File: src/rtl/bin_to_ascii_stream.sv
// Streaming binary-to-ASCII converter: buffers packed words in a small FIFO and
// emits one raw-printable or hex character per cycle over a valid/ready stream.
module bin_to_ascii_stream #(
  parameter int          BYTES      = 6,
  parameter int          FIFO_DEPTH = 4,
  parameter int          HEX_UPPER  = 1,
  parameter logic [7:0]  TERM_CHAR  = 8'h0A
) (
  input  logic               clk,
  input  logic               reset,
  input  logic [8*BYTES-1:0] in_data,
  input  logic               in_mode_hex,
  input  logic               in_term_en,
  input  logic               in_valid,
  output logic               in_ready,
  output logic [7:0]         out_char,
  output logic               out_valid,
  input  logic               out_ready,
  output logic               out_last,
  output logic               busy,
  output logic [15:0]        word_count
);

  localparam int W  = 8 * BYTES;
  localparam int AW = $clog2(FIFO_DEPTH);
  localparam int IW = $clog2(2 * BYTES + 2);

  localparam logic [IW-1:0] LAST_RAW = IW'(BYTES - 1);
  localparam logic [IW-1:0] LAST_HEX = IW'(2 * BYTES - 1);
  localparam logic [7:0]    HEX_A    = (HEX_UPPER != 0) ? 8'h41 : 8'h61;

  typedef struct packed {
    logic         hex;
    logic         term;
    logic [W-1:0] data;
  } entry_t;

  typedef enum logic [1:0] {IDLE, EMIT, TERM} state_t;

  function automatic logic [IW-1:0] last_idx(input logic hex);
    return hex ? LAST_HEX : LAST_RAW;
  endfunction

  // Character at position idx of a word's data characters (excluding terminator).
  function automatic logic [7:0] char_of(input logic [W-1:0] d, input logic hex,
                                         input logic [IW-1:0] idx);
    logic [W-1:0] sh;
    logic [7:0]   b;
    logic [3:0]   n;
    int           bi;
    bi = hex ? int'(idx >> 1) : int'(idx);
    sh = d >> (8 * (BYTES - 1 - bi));
    b  = sh[7:0];
    n  = idx[0] ? b[3:0] : b[7:4];
    if (!hex)
      return (b >= 8'h20 && b <= 8'h7E) ? b : 8'h2E;
    else if (n < 4'd10)
      return 8'h30 + {4'h0, n};
    else
      return HEX_A + {4'h0, n} - 8'd10;
  endfunction

  // Word FIFO
  entry_t         mem [FIFO_DEPTH];
  logic [AW:0]    wr_ptr_q, rd_ptr_q;
  logic           fifo_empty, fifo_full, push, pop;
  entry_t         head;

  assign fifo_empty = (wr_ptr_q == rd_ptr_q);
  assign fifo_full  = (wr_ptr_q[AW] != rd_ptr_q[AW]) &&
                      (wr_ptr_q[AW-1:0] == rd_ptr_q[AW-1:0]);
  assign in_ready   = !fifo_full;
  assign push       = in_valid && in_ready;
  assign head       = mem[rd_ptr_q[AW-1:0]];

  // NOTE: the storage array has no reset; the pointers alone define its contents.
  always_ff @(posedge clk) begin
    if (push) mem[wr_ptr_q[AW-1:0]] <= '{hex: in_mode_hex, term: in_term_en, data: in_data};
  end

  // NOTE: sequential state uses non-blocking assignments so every register samples pre-edge values.
  always_ff @(posedge clk or posedge reset) begin
    if (reset) begin
      wr_ptr_q <= '0;
      rd_ptr_q <= '0;
    end else begin
      if (push) wr_ptr_q <= wr_ptr_q + 1'b1;
      if (pop)  rd_ptr_q <= rd_ptr_q + 1'b1;
    end
  end

  // Emit FSM and shift register
  state_t        state_q, state_d;
  logic [W-1:0]  word_q, word_d;
  logic          hex_q, hex_d, term_q, term_d;
  logic [IW-1:0] idx_q, idx_d, idx_nxt;
  logic [7:0]    char_q, char_d;
  logic          valid_q, valid_d, last_q, last_d;
  logic [15:0]   count_q, count_d;
  logic          hs, load, done;

  assign hs      = valid_q && out_ready;
  assign idx_nxt = idx_q + 1'b1;

  // NOTE: every output of this block gets a default first, so no latch can be inferred.
  always_comb begin
    state_d = state_q;
    word_d  = word_q;
    hex_d   = hex_q;
    term_d  = term_q;
    idx_d   = idx_q;
    char_d  = char_q;
    valid_d = valid_q;
    last_d  = last_q;
    count_d = count_q;
    load    = 1'b0;
    done    = 1'b0;
    pop     = 1'b0;

    if (hs && last_q) count_d = count_q + 16'd1;

    case (state_q)
      IDLE: load = !fifo_empty;
      EMIT: begin
        if (hs) begin
          if (idx_q == last_idx(hex_q)) begin
            if (term_q) begin
              state_d = TERM;
              char_d  = TERM_CHAR;
              last_d  = 1'b1;
            end else begin
              done = 1'b1;
            end
          end else begin
            idx_d  = idx_nxt;
            char_d = char_of(word_q, hex_q, idx_nxt);
            last_d = (idx_nxt == last_idx(hex_q)) && !term_q;
          end
        end
      end
      TERM: done = hs;
      default: state_d = IDLE;
    endcase

    // Completion chains straight into the next buffered word, so no bubble.
    if (done) begin
      if (!fifo_empty) begin
        load = 1'b1;
      end else begin
        state_d = IDLE;
        valid_d = 1'b0;
        last_d  = 1'b0;
      end
    end

    if (load) begin
      pop     = 1'b1;
      state_d = EMIT;
      word_d  = head.data;
      hex_d   = head.hex;
      term_d  = head.term;
      idx_d   = '0;
      char_d  = char_of(head.data, head.hex, '0);
      valid_d = 1'b1;
      last_d  = (last_idx(head.hex) == '0) && !head.term;
    end
  end

  always_ff @(posedge clk or posedge reset) begin
    if (reset) begin
      state_q <= IDLE;
      word_q  <= '0;
      hex_q   <= 1'b0;
      term_q  <= 1'b0;
      idx_q   <= '0;
      char_q  <= 8'h00;
      valid_q <= 1'b0;
      last_q  <= 1'b0;
      count_q <= 16'h0000;
    end else begin
      state_q <= state_d;
      word_q  <= word_d;
      hex_q   <= hex_d;
      term_q  <= term_d;
      idx_q   <= idx_d;
      char_q  <= char_d;
      valid_q <= valid_d;
      last_q  <= last_d;
      count_q <= count_d;
    end
  end

  assign out_char   = char_q;
  assign out_valid  = valid_q;
  assign out_last   = last_q;
  assign word_count = count_q;
  assign busy       = !fifo_empty || (state_q != IDLE);

endmodule
File: config.mk
export PLATFORM = sky130hd
export DESIGN_NAME = bin_to_ascii_stream
export DESIGN_NICKNAME = d
export VERILOG_FILES = /design/src/rtl/bin_to_ascii_stream.sv
export SDC_FILE = /design/constraint.sdc
export NUM_CORES = 1
export LEC_CHECK = 0
export CAP_MARGIN = 20
export CORE_ASPECT_RATIO = 2
export CORE_MARGIN = 2
export CORE_UTILIZATION = 45
export DETAILED_ROUTE_END_ITERATION = 8
export PLACE_DENSITY = 0.71
export SETUP_SLACK_MARGIN = 0.5
export SLEW_MARGIN = 20
export SYNTH_ARGS = -nofsm -noshare
export SYNTH_HDL_FRONTEND = slang
export SYNTH_SLANG_ARGS = --single-unit
File: constraint.sdc
create_clock -name clk -period 3.55 [get_ports clk]
set_input_delay 0.355 -clock clk [delete_from_list [all_inputs] [get_ports clk]]
set_output_delay 0.355 -clock clk [all_outputs]
set_load 0.1 [all_outputs]
* After elaboration in Yosys (flattened, before gate mapping) *
Memory sizes are Yosys's and may differ from the RTL's.
Index checks and enable logic that the tools add are counted.

storage, ports and cells
  flip-flop bits (word level) = 88
  latch bits = 0
  RAM bits = 200
  bits in read-only memories = 0
  input port bits = 54
  output and inout port bits = 28
  memories kept = 1

cells by class
  $add $sub $neg = 11
  $mul = 0
  div/mod/pow operators = 0
  magnitude comparators = 6
  eq/ne operators = 9
  shifts and indexed selects = 1
  muxes and demuxes = 46
  bitwise gates (word level) = 0
  reductions and logical operators = 24

memories
  memory  words  bits a word  read ports  clocked after memory_dff  write ports  line  source
  mem     4      50           1           0                         1            64    entry_t mem [FIFO_DEPTH];

operators with widths
  operator                                                                             count
  8-bit 2-to-1 mux                                                                     11
  48-bit by 32-bit >> shifter with 8-bit output                                        1
  4-bit 2-to-1 mux                                                                     8
  1-bit 2-to-1 mux                                                                     19
  16-bit by 1-bit adder with 16-bit output, second input constant                      1
  7-bit by 4-bit adder with 8-bit output, first input constant                         2
  8-bit by 6-bit greater-or-equal comparator with 1-bit output, second input constant  2
  8-bit by 7-bit less-or-equal comparator with 1-bit output, second input constant     2
  8-bit by 4-bit subtractor with 8-bit output, second input constant                   2
  6-bit by 4-bit adder with 7-bit output, first input constant                         2
  2-bit 2-to-1 mux                                                                     6
  2-bit nonzero test                                                                   5
  4-bit equality test                                                                  2
  1-bit logical AND                                                                    8
  4-bit < comparator, second input constant                                            2
  3-bit by 1-bit adder with 3-bit output, second input constant                        2
  3-bit AND reduction                                                                  2
  3-bit by 4-bit subtractor with 5-bit output, first input constant                    1
  4-bit by 1-bit adder with 4-bit output, second input constant                        1
  1-bit zero test                                                                      4
  4-bit zero test                                                                      1
  2-bit one-hot mux with 2 select lines                                                1
  3-bit equality test                                                                  1
  3-bit != test, second input constant                                                 1
  10 further kinds                                                                     10

* Depth between registers and ports, before layout *
  depth in word-level cells = 13
  gate-level depth with buffers = 18
  mapped depth without buffers = 16

* Least setup slack after synthesis *
No wires, ideal clock.

  path type = reg2reg
  start = register idx_q[0]
  end = register char_q[2] (netlist: out_char[2])
  library setup time = 0.126 ns
  arrival time = 3.693 ns
  data required time = 3.424 ns
  path slack = -0.269 ns
  stages on the path, launching flop included = 15
  clock period less this slack = 3.819 ns
  path through = dfrtp_1 > ha_1 > nor2_1 > a21o_2 > clkinv_2 > buf_6 > ha_1 > clkbuf_8 > mux4_1 > mux4_1 > nand2_2 > ha_1 > nand2_2 > a311o_1 > a221o_1

between the ends
  longest elaborated chain between the ends = 13

ends and longest elaborated chain
  item                                           line  source
  start, declared                                96    logic [IW-1:0] idx_q, idx_d, idx_nxt;
  start signal, assigned                         185   idx_q <= idx_d;
  4-bit by 1-bit adder with 4-bit output         103   assign idx_nxt = idx_q + 1'b1;
  4-bit 2-to-1 mux                               51    bi = hex ? int'(idx >> 1) : int'(idx);
  3-bit by 4-bit subtractor with 5-bit output    52    sh = d >> (8 * (BYTES - 1 - bi));
  48-bit by 32-bit >> shifter with 8-bit output  52
  4-bit 2-to-1 mux                               54    n = idx[0] ? b[3:0] : b[7:4];
  7-bit by 4-bit adder with 8-bit output         60    return HEX_A + {4'h0, n} - 8'd10;
  8-bit by 4-bit subtractor with 8-bit output    60
  8-bit 2-to-1 mux                               57    else if (n < 4'd10)
  8-bit 2-to-1 mux                               55    if (!hex)
  8-bit 2-to-1 mux                               126   if (idx_q == last_idx(hex_q)) begin
  8-bit 2-to-1 mux                               125   if (hs) begin
  8-bit 2-to-1 mux                               122   case (state_q)
  8-bit 2-to-1 mux                               156   if (load) begin
  end signal, assigned                           186   char_q <= char_d;
  end, declared                                  97    logic [7:0] char_q, char_d;

Several ways; a longest one is shown, not always the timed one. The select of a mux whose other input is x is not followed.
A chain may end at the register's enable or synchronous reset.

* Worst setup path in the final report *
  start = register idx_q[0]
  end = register char_q[1] (netlist: out_char[1])

The elaborated chain is that of the path after synthesis.

==> impl_metrics.py <==
metrics = {
    "setup_path": {
        "cp.required_ps": 4030,
        "crit_path_cell_trace": "ha_4 > inv_1 > o21ai_0 > a211oi_2 > ha_4 > buf_4 > mux4_2 > mux4_2 > nand2_2 > ha_4 > a211o_1 > a311oi_2 > a221o_1",
        "cp.buffers_inverters": 2,
        "reg2reg_from": "idx_q[0]$_DFFE_PP0P_",
        "cpPeakStageDelay_ps": 530,
        "crit_arrival_ps": 3920,
        "cp_common_cell": "ha_4",
        "cp_max_fo": 7,
        "cp_top_family": "compound AO/OA/AOI/OAI gates",
        "r2r_setup_slack_ps": 110,
        "r2r_end": "out_char[1]$_DFFE_PP0P_",
        "endpoint_kind": "flip-flop",
        "ff2ff_path_depth": 13,
        "critPathLaunchType": "flip-flop",
        "cp_slowest_cell": "mux4_2",
        "path_class": "reg2reg",
    },
    "cells_and_area": {
        "final_cell_mix": "edfxtp_1 (200), dfrtp_1 (84), clkdlybuf4s50_1 (79), mux4_2 (58), mux2_2 (45)",
        "fillers": 2109,
        "multi_input_area_um2": 3790,
        "n_antenna_cell": 0,
        "syn2layout_area_growth_pct": 19.7,
        "fin_util_pct": 54.5,
        "final_nets": 902,
        "seqCellArea_um2": 8220,
        "layout_commonest_cell": "edfxtp_1",
        "drive_above_1_share_pct": 27.1,
        "fin_cells": 1197,
    },
    "pwr": {
        "power_density_nw_per_um2": 1050,
        "power_mw": 15.3,
        "leakagePower_nw": 5.23,
        "vdd_drop_max_uv": 518,
    },
    "drt": {
        "wl_um": 25000,
        "viasPerCell": 5.63,
        "drt_pass1_iterations": 5,
        "initialDrtViolationCount": 479,
        "route.vias.total": 6744,
        "wire_per_inst_um": 20.8,
        "antenna_left": 0,
        "route.detailed.drc": 0,
    },
    "timing": {
        "worstMarginPinSlew_ps": 987,
        "whs_ps": 153,
        "setup_viol": 0,
        "max-slew-margin-rel_pct": 34.0,
        "rsz0062_at_grt": "yes",
        "fin_crit_sh_pct": 96.9,
        "fmax_mhz": 291,
        "final_max_slew_viol_count": 0,
        "hold_viol_final": 0,
        "finClkSkew_ps": 27.1,
        "min_period_ps": 3440,
    },
    "run_status": {
        "outcome": "finished clean",
    },
    "place": {
        "place_congestion": 0.926,
        "placed_cells": 1140,
        "io_buffers": 81,
        "hpwl_um": 16900,
    },
    "yosys": {
        "syn_area_um2": 12100,
        "synth.avg_cell_area_um2": 17.0,
        "yosysWarnings": 0,
        "syn_inst": 714,
        "synth_seq_cells": 288,
        "syn-num-nets": 786,
        "synth_cell_types": 73,
        "synth_edf_count": 200,
        "ys_seq_area_share_pct": 67.6,
        "synth-async-reset-ratio_pct": 30.6,
        "ys.flop_type": "edfxtp_1",
    },
    "grt": {
        "grt_usage_pct": 18.0,
        "antenna_found_initial": 0,
        "first_global_vias": 6964,
        "grt_max_degree": 33,
        "grt_first_pass_wirelength_um": 39500,
        "grt_overflow": 0,
    },
    "worst_hold_path": {
        "min-delay-path-class": "in2async",
    },
    "clocking": {
        "ctsHoldBuffers": 0,
        "cts_sinks": 288,
        "cts_max_path_buffers": 3,
        "insertion_delay_ps": 560,
        "cts_tree": "built",
        "cts_buffers": 26,
        "clockRootBuffer": "clkbuf_16",
        "path_clk_slew_ps": 80,
        "cts-htree-levels": 1,
    },
    "die": {
        "start_util_pct": 45.5,
        "fp.dieArea_um2": 28400,
        "core_um2": 26700,
        "fp.dieW_um": 120,
        "io_pins": 82,
        "row_count": 85,
        "fp.dieH_um": 236,
    },
    "flow_run": {
        "cap_violations": 0,
    },
}
[flip-flops by register name, indices dropped and copies added (netlist names)]
signal,flops
out_valid,1
wr_ptr_q,3
word_count,16
hex_q,1
out_char,8
out_last,1
rd_ptr_q,3
word_q,48
state_q,2
mem,200
term_q,1
idx_q,4
[cell type report]
type / instances / share of cell area [%]
flip-flops and latches: 288 / 56.5
inverters: 21 / 0.559
repair buffers: 118 / 7.71
multi-input cells: 375 / 26.1
clock inverters: 19 / 1.58
clock buffers: 28 / 4.60
well taps: 348 / 2.99
[metrics by stage]
| step | TNS [ps] | area [um^2] | worst slack (ps) |
|---|---|---|---|
| global route | 0 | 14500 | 3.41 |
| finish | 0 | 14500 | 109 |
| CTS | 0 | 14500 | 149 |
| floorplan | -10.9 | 12200 | -10.9 |
| detailed placement | 0 | 13500 | 46.6 |
| global placement | 0 | 13500 | 77.1 |
[what timing repair did]
item	CTS	global route
setup endpoints to repair	7	8
pin swaps	9	7
setup buffers	8	2
hold endpoints to repair	0	0
gates resized for setup	10	6
[how the worst max path moves through the flow]
stage,slack [ps],start,cells past startpoint,end
after detailed placement,50,idx_q[0]$_DFFE_PP0P_,12,out_char[2]$_DFFE_PP0P_
after global placement,80,idx_q[0]$_DFFE_PP0P_,12,out_char[2]$_DFFE_PP0P_
after CTS,150,idx_q[0]$_DFFE_PP0P_,12,out_char[1]$_DFFE_PP0P_
after floorplan,-10,idx_q[1]$_DFFE_PP0P_,14,out_char[2]$_DFFE_PP0P_
after global routing,3,idx_q[0]$_DFFE_PP0P_,15,out_char[1]$_DFFE_PP0P_
final,110,idx_q[0]$_DFFE_PP0P_,13,out_char[1]$_DFFE_PP0P_
[metal layers]
metal / wire length [um] / share of wire [%] / vias to the layer above / global-route usage (%)
met2: 12700 / 51 / 221 / 30.4
met4: 674 / 2.7 / 0 / 5.92
met3: 1210 / 4.9 / 46 / 2.06
met5: 0 / 0 / - / 0
met1: 10300 / 41 / 3457 / 24.5
li1: - / - / 3020 / -
[kinds of logic after synthesis]
group	synth area share [%]
DFF	67.6
and+or+nand+nor	5.68
muxes	16.2
AOI/OAI and AO/OA	4.53
buffers and inverters	2.14
xor gates and xnor gates	2.00
adders and majority gates	1.85
[cell usage after synthesis, types with 3 or more instances]
master,n,share of area (%)
xnor2_1,17,1.2
or2_2,4,0.21
nor2_1,23,0.71
clkbuf_8,4,0.45
o21ai_0,18,0.74
nor3_1,9,0.37
a31oi_1,6,0.31
ha_1,18,1.9
nand2_1,44,1.4
mux2i_1,9,0.74
xor2_1,7,0.50
buf_2,7,0.29
clkbuf_1,15,0.46
a221oi_1,3,0.22
nor4_1,3,0.15
a21oi_1,16,0.66
edfxtp_1,200,49
a211oi_1,3,0.19
o21a_1,3,0.19
mux4_1,5,1.1
inv_1,20,0.62
and2_1,3,0.15
nand4_1,3,0.15
a21o_1,3,0.19
or3_1,3,0.15
nand3_1,16,0.66
dfrtp_1,88,18
mux4_2,54,10
and3_1,11,0.57
mux2_2,45,4.2
[power by group]
part           switching, mW  internal [mW]  leakage [nW]  total [mW]
clock network           1.23           1.67         0.425        2.90
logic                   3.94           3.24          1.90        7.18
registers              0.548           4.64          2.90        5.18
Power figures use the tool's default switching activity.
==> variant (same flow settings) <==
Add an input register stage for `in_mode_hex`; this delays it by one clock. The other inputs are not delayed to match.
--- a/src/rtl/bin_to_ascii_stream.sv
+++ b/src/rtl/bin_to_ascii_stream.sv
@@ -37,6 +37,12 @@
 
   typedef enum logic [1:0] {IDLE, EMIT, TERM} state_t;
 
+  logic in_mode_hex_q;
+
+  always_ff @(posedge clk) begin
+    in_mode_hex_q <= in_mode_hex;
+  end
+
   function automatic logic [IW-1:0] last_idx(input logic hex);
     return hex ? LAST_HEX : LAST_RAW;
   endfunction
@@ -75,7 +81,7 @@
 
   // NOTE: the storage array has no reset; the pointers alone define its contents.
   always_ff @(posedge clk) begin
-    if (push) mem[wr_ptr_q[AW-1:0]] <= '{hex: in_mode_hex, term: in_term_en, data: in_data};
+    if (push) mem[wr_ptr_q[AW-1:0]] <= '{hex: in_mode_hex_q, term: in_term_en, data: in_data};
   end
 
   // NOTE: sequential state uses non-blocking assignments so every register samples pre-edge values.
Function: changed (a bounded check fails within 4 cycles, from zero or initial values and one cycle with reset high).
==> variant against the unedited design <==
Sequential cell count up 1; critical path depth down 1; setup slack better by 3.8 ps; routed wire length up 2.6%; first-iteration DRC count down 13%; final area down 0.40%; largest cell class unchanged; highest routed layer unchanged; area after synthesis up 0.16%; power down 3.8%.
==> variant: results (changes against the unedited design) <==
final core utilization -> 54.0% (-0.44 points)
average wire per cell in the routed design -> 21.3 µm (+2.4%)
DP HPWL -> 18,000 µm (+6.1%)
Max VDD drop -> 0.000440 V (-15%)
Final nets -> 906 (+0.44%)
Clock Power -> 2.54 mW (-12%)
Routed met3 length -> 785 µm (-35%)
Detailed Route Iter0 Violations -> 419 (-13%)
Rel. slew slack -> 34.4% (+0.43 points)
sequential fraction of the synthesis area -> 67.6% (about the same)
clk_skew -> 16.7 ps (-10.5 ps)
fin crit share -> 96.8% (-0.11 points)
share of cells above drive strength 1 -> 27.0% (-0.064 points)
postcts setup bufs -> 5 (-3)
placed cell area -> 13,600 µm² (+0.82%)
Placer Congestion -> 0.926 (about the same)
dpl ws -> 13.1 ps (-33.5 ps)
Critical Path Sink -> out_char[2]
asr flop ratio synth -> 30.4% (-0.11 points)
sequential share of power -> 35.6% (+1.6 points)
GRT Util Overall -> 18.6% (+0.60 points)
first-pass GRT wire length -> 40,300 µm (+2.0%)
FF-to-FF path depth -> 12 (-1)
Mean Syn Cell Area -> 17.0 µm² (about the same)
cell leakage power -> 5.22 nW (-0.14%)
ranking of synthesized cells by area -> edfxtp_1 (49%), dfrtp_1 (18%), mux4_2 (10%)
crit path DAT -> 3850 ps (-70 ps)
placed insts -> 1,148 (+0.70%)
largest net degree at the start of global routing -> 59 (+79%)
CP Max Fanout -> 6 (-1)
Final Instance Count excl. Fillers -> 1,199 (+0.17%)
met2 WL post-DR -> 14,400 µm (+14%)
family with the most delay on the worst path -> multiplexers
vias per inst -> 5.51 (-2.2%)
sequential power -> 5.22 mW (+0.8%)
status -> finished, final reports clean
DR pass1 iterations -> 4 (-1)
CTS buffer count -> 25 (-3.8%)
number of H-tree levels -> 1 (unchanged)
clk_lat worst skew -> 530 ps (-30 ps)
NetSw -> 5.55 mW (-3.1%)
fill count -> 2,192 (+3.9%)
synthesized area -> 12,200 µm² (+0.16%)
vias in the first global route -> 7,196 (+3.3%)
synthesized net count -> 787 (+0.13%)
wl on met1 -> 9120 µm (-12%)
WHS -> 302 ps (+149 ps)
Resized cells post-CTS -> 11 (+1)
final hold vios -> 0 (unchanged)
[variant: cell count changes after synthesis, sizes merged]
cell    delta
dfxtp      +1
clkbuf     +1
buf        -1
[variant: cell families after synthesis]
family                   after synthesis  share of synthesized area, %
buffers and inverters                 51                          2.14
AND/OR/NAND/NOR                      137                          5.67
AO/OA/AOI/OAI                         80                          4.53
multiplexers                         114                          16.2
XOR/XNOR                              26                          2.00
adder cells (fa/ha/maj)               18                          1.85
flip-flops                           289                          67.6
[variant: layout make-up]
class                   count  area, µm²  share of cell area, %
repair buffers            122       1190                   8.23
clock buffers              33        698                   4.82
clock inverters            11       62.6                  0.432
multi-input cells         375       3770                   26.1
inverters                  21       82.6                  0.570
flip-flops and latches    289       8240                   56.9
well taps                 348        435                   3.01
[variant: per-layer routing]
metal | track usage (%) | vias up
met4 | 9.09 | 0
met5 | 0 | -
met1 | 20.4 | 3393
met2 | 35.1 | 144
li1 | - | 3021
met3 | 2.24 | 52
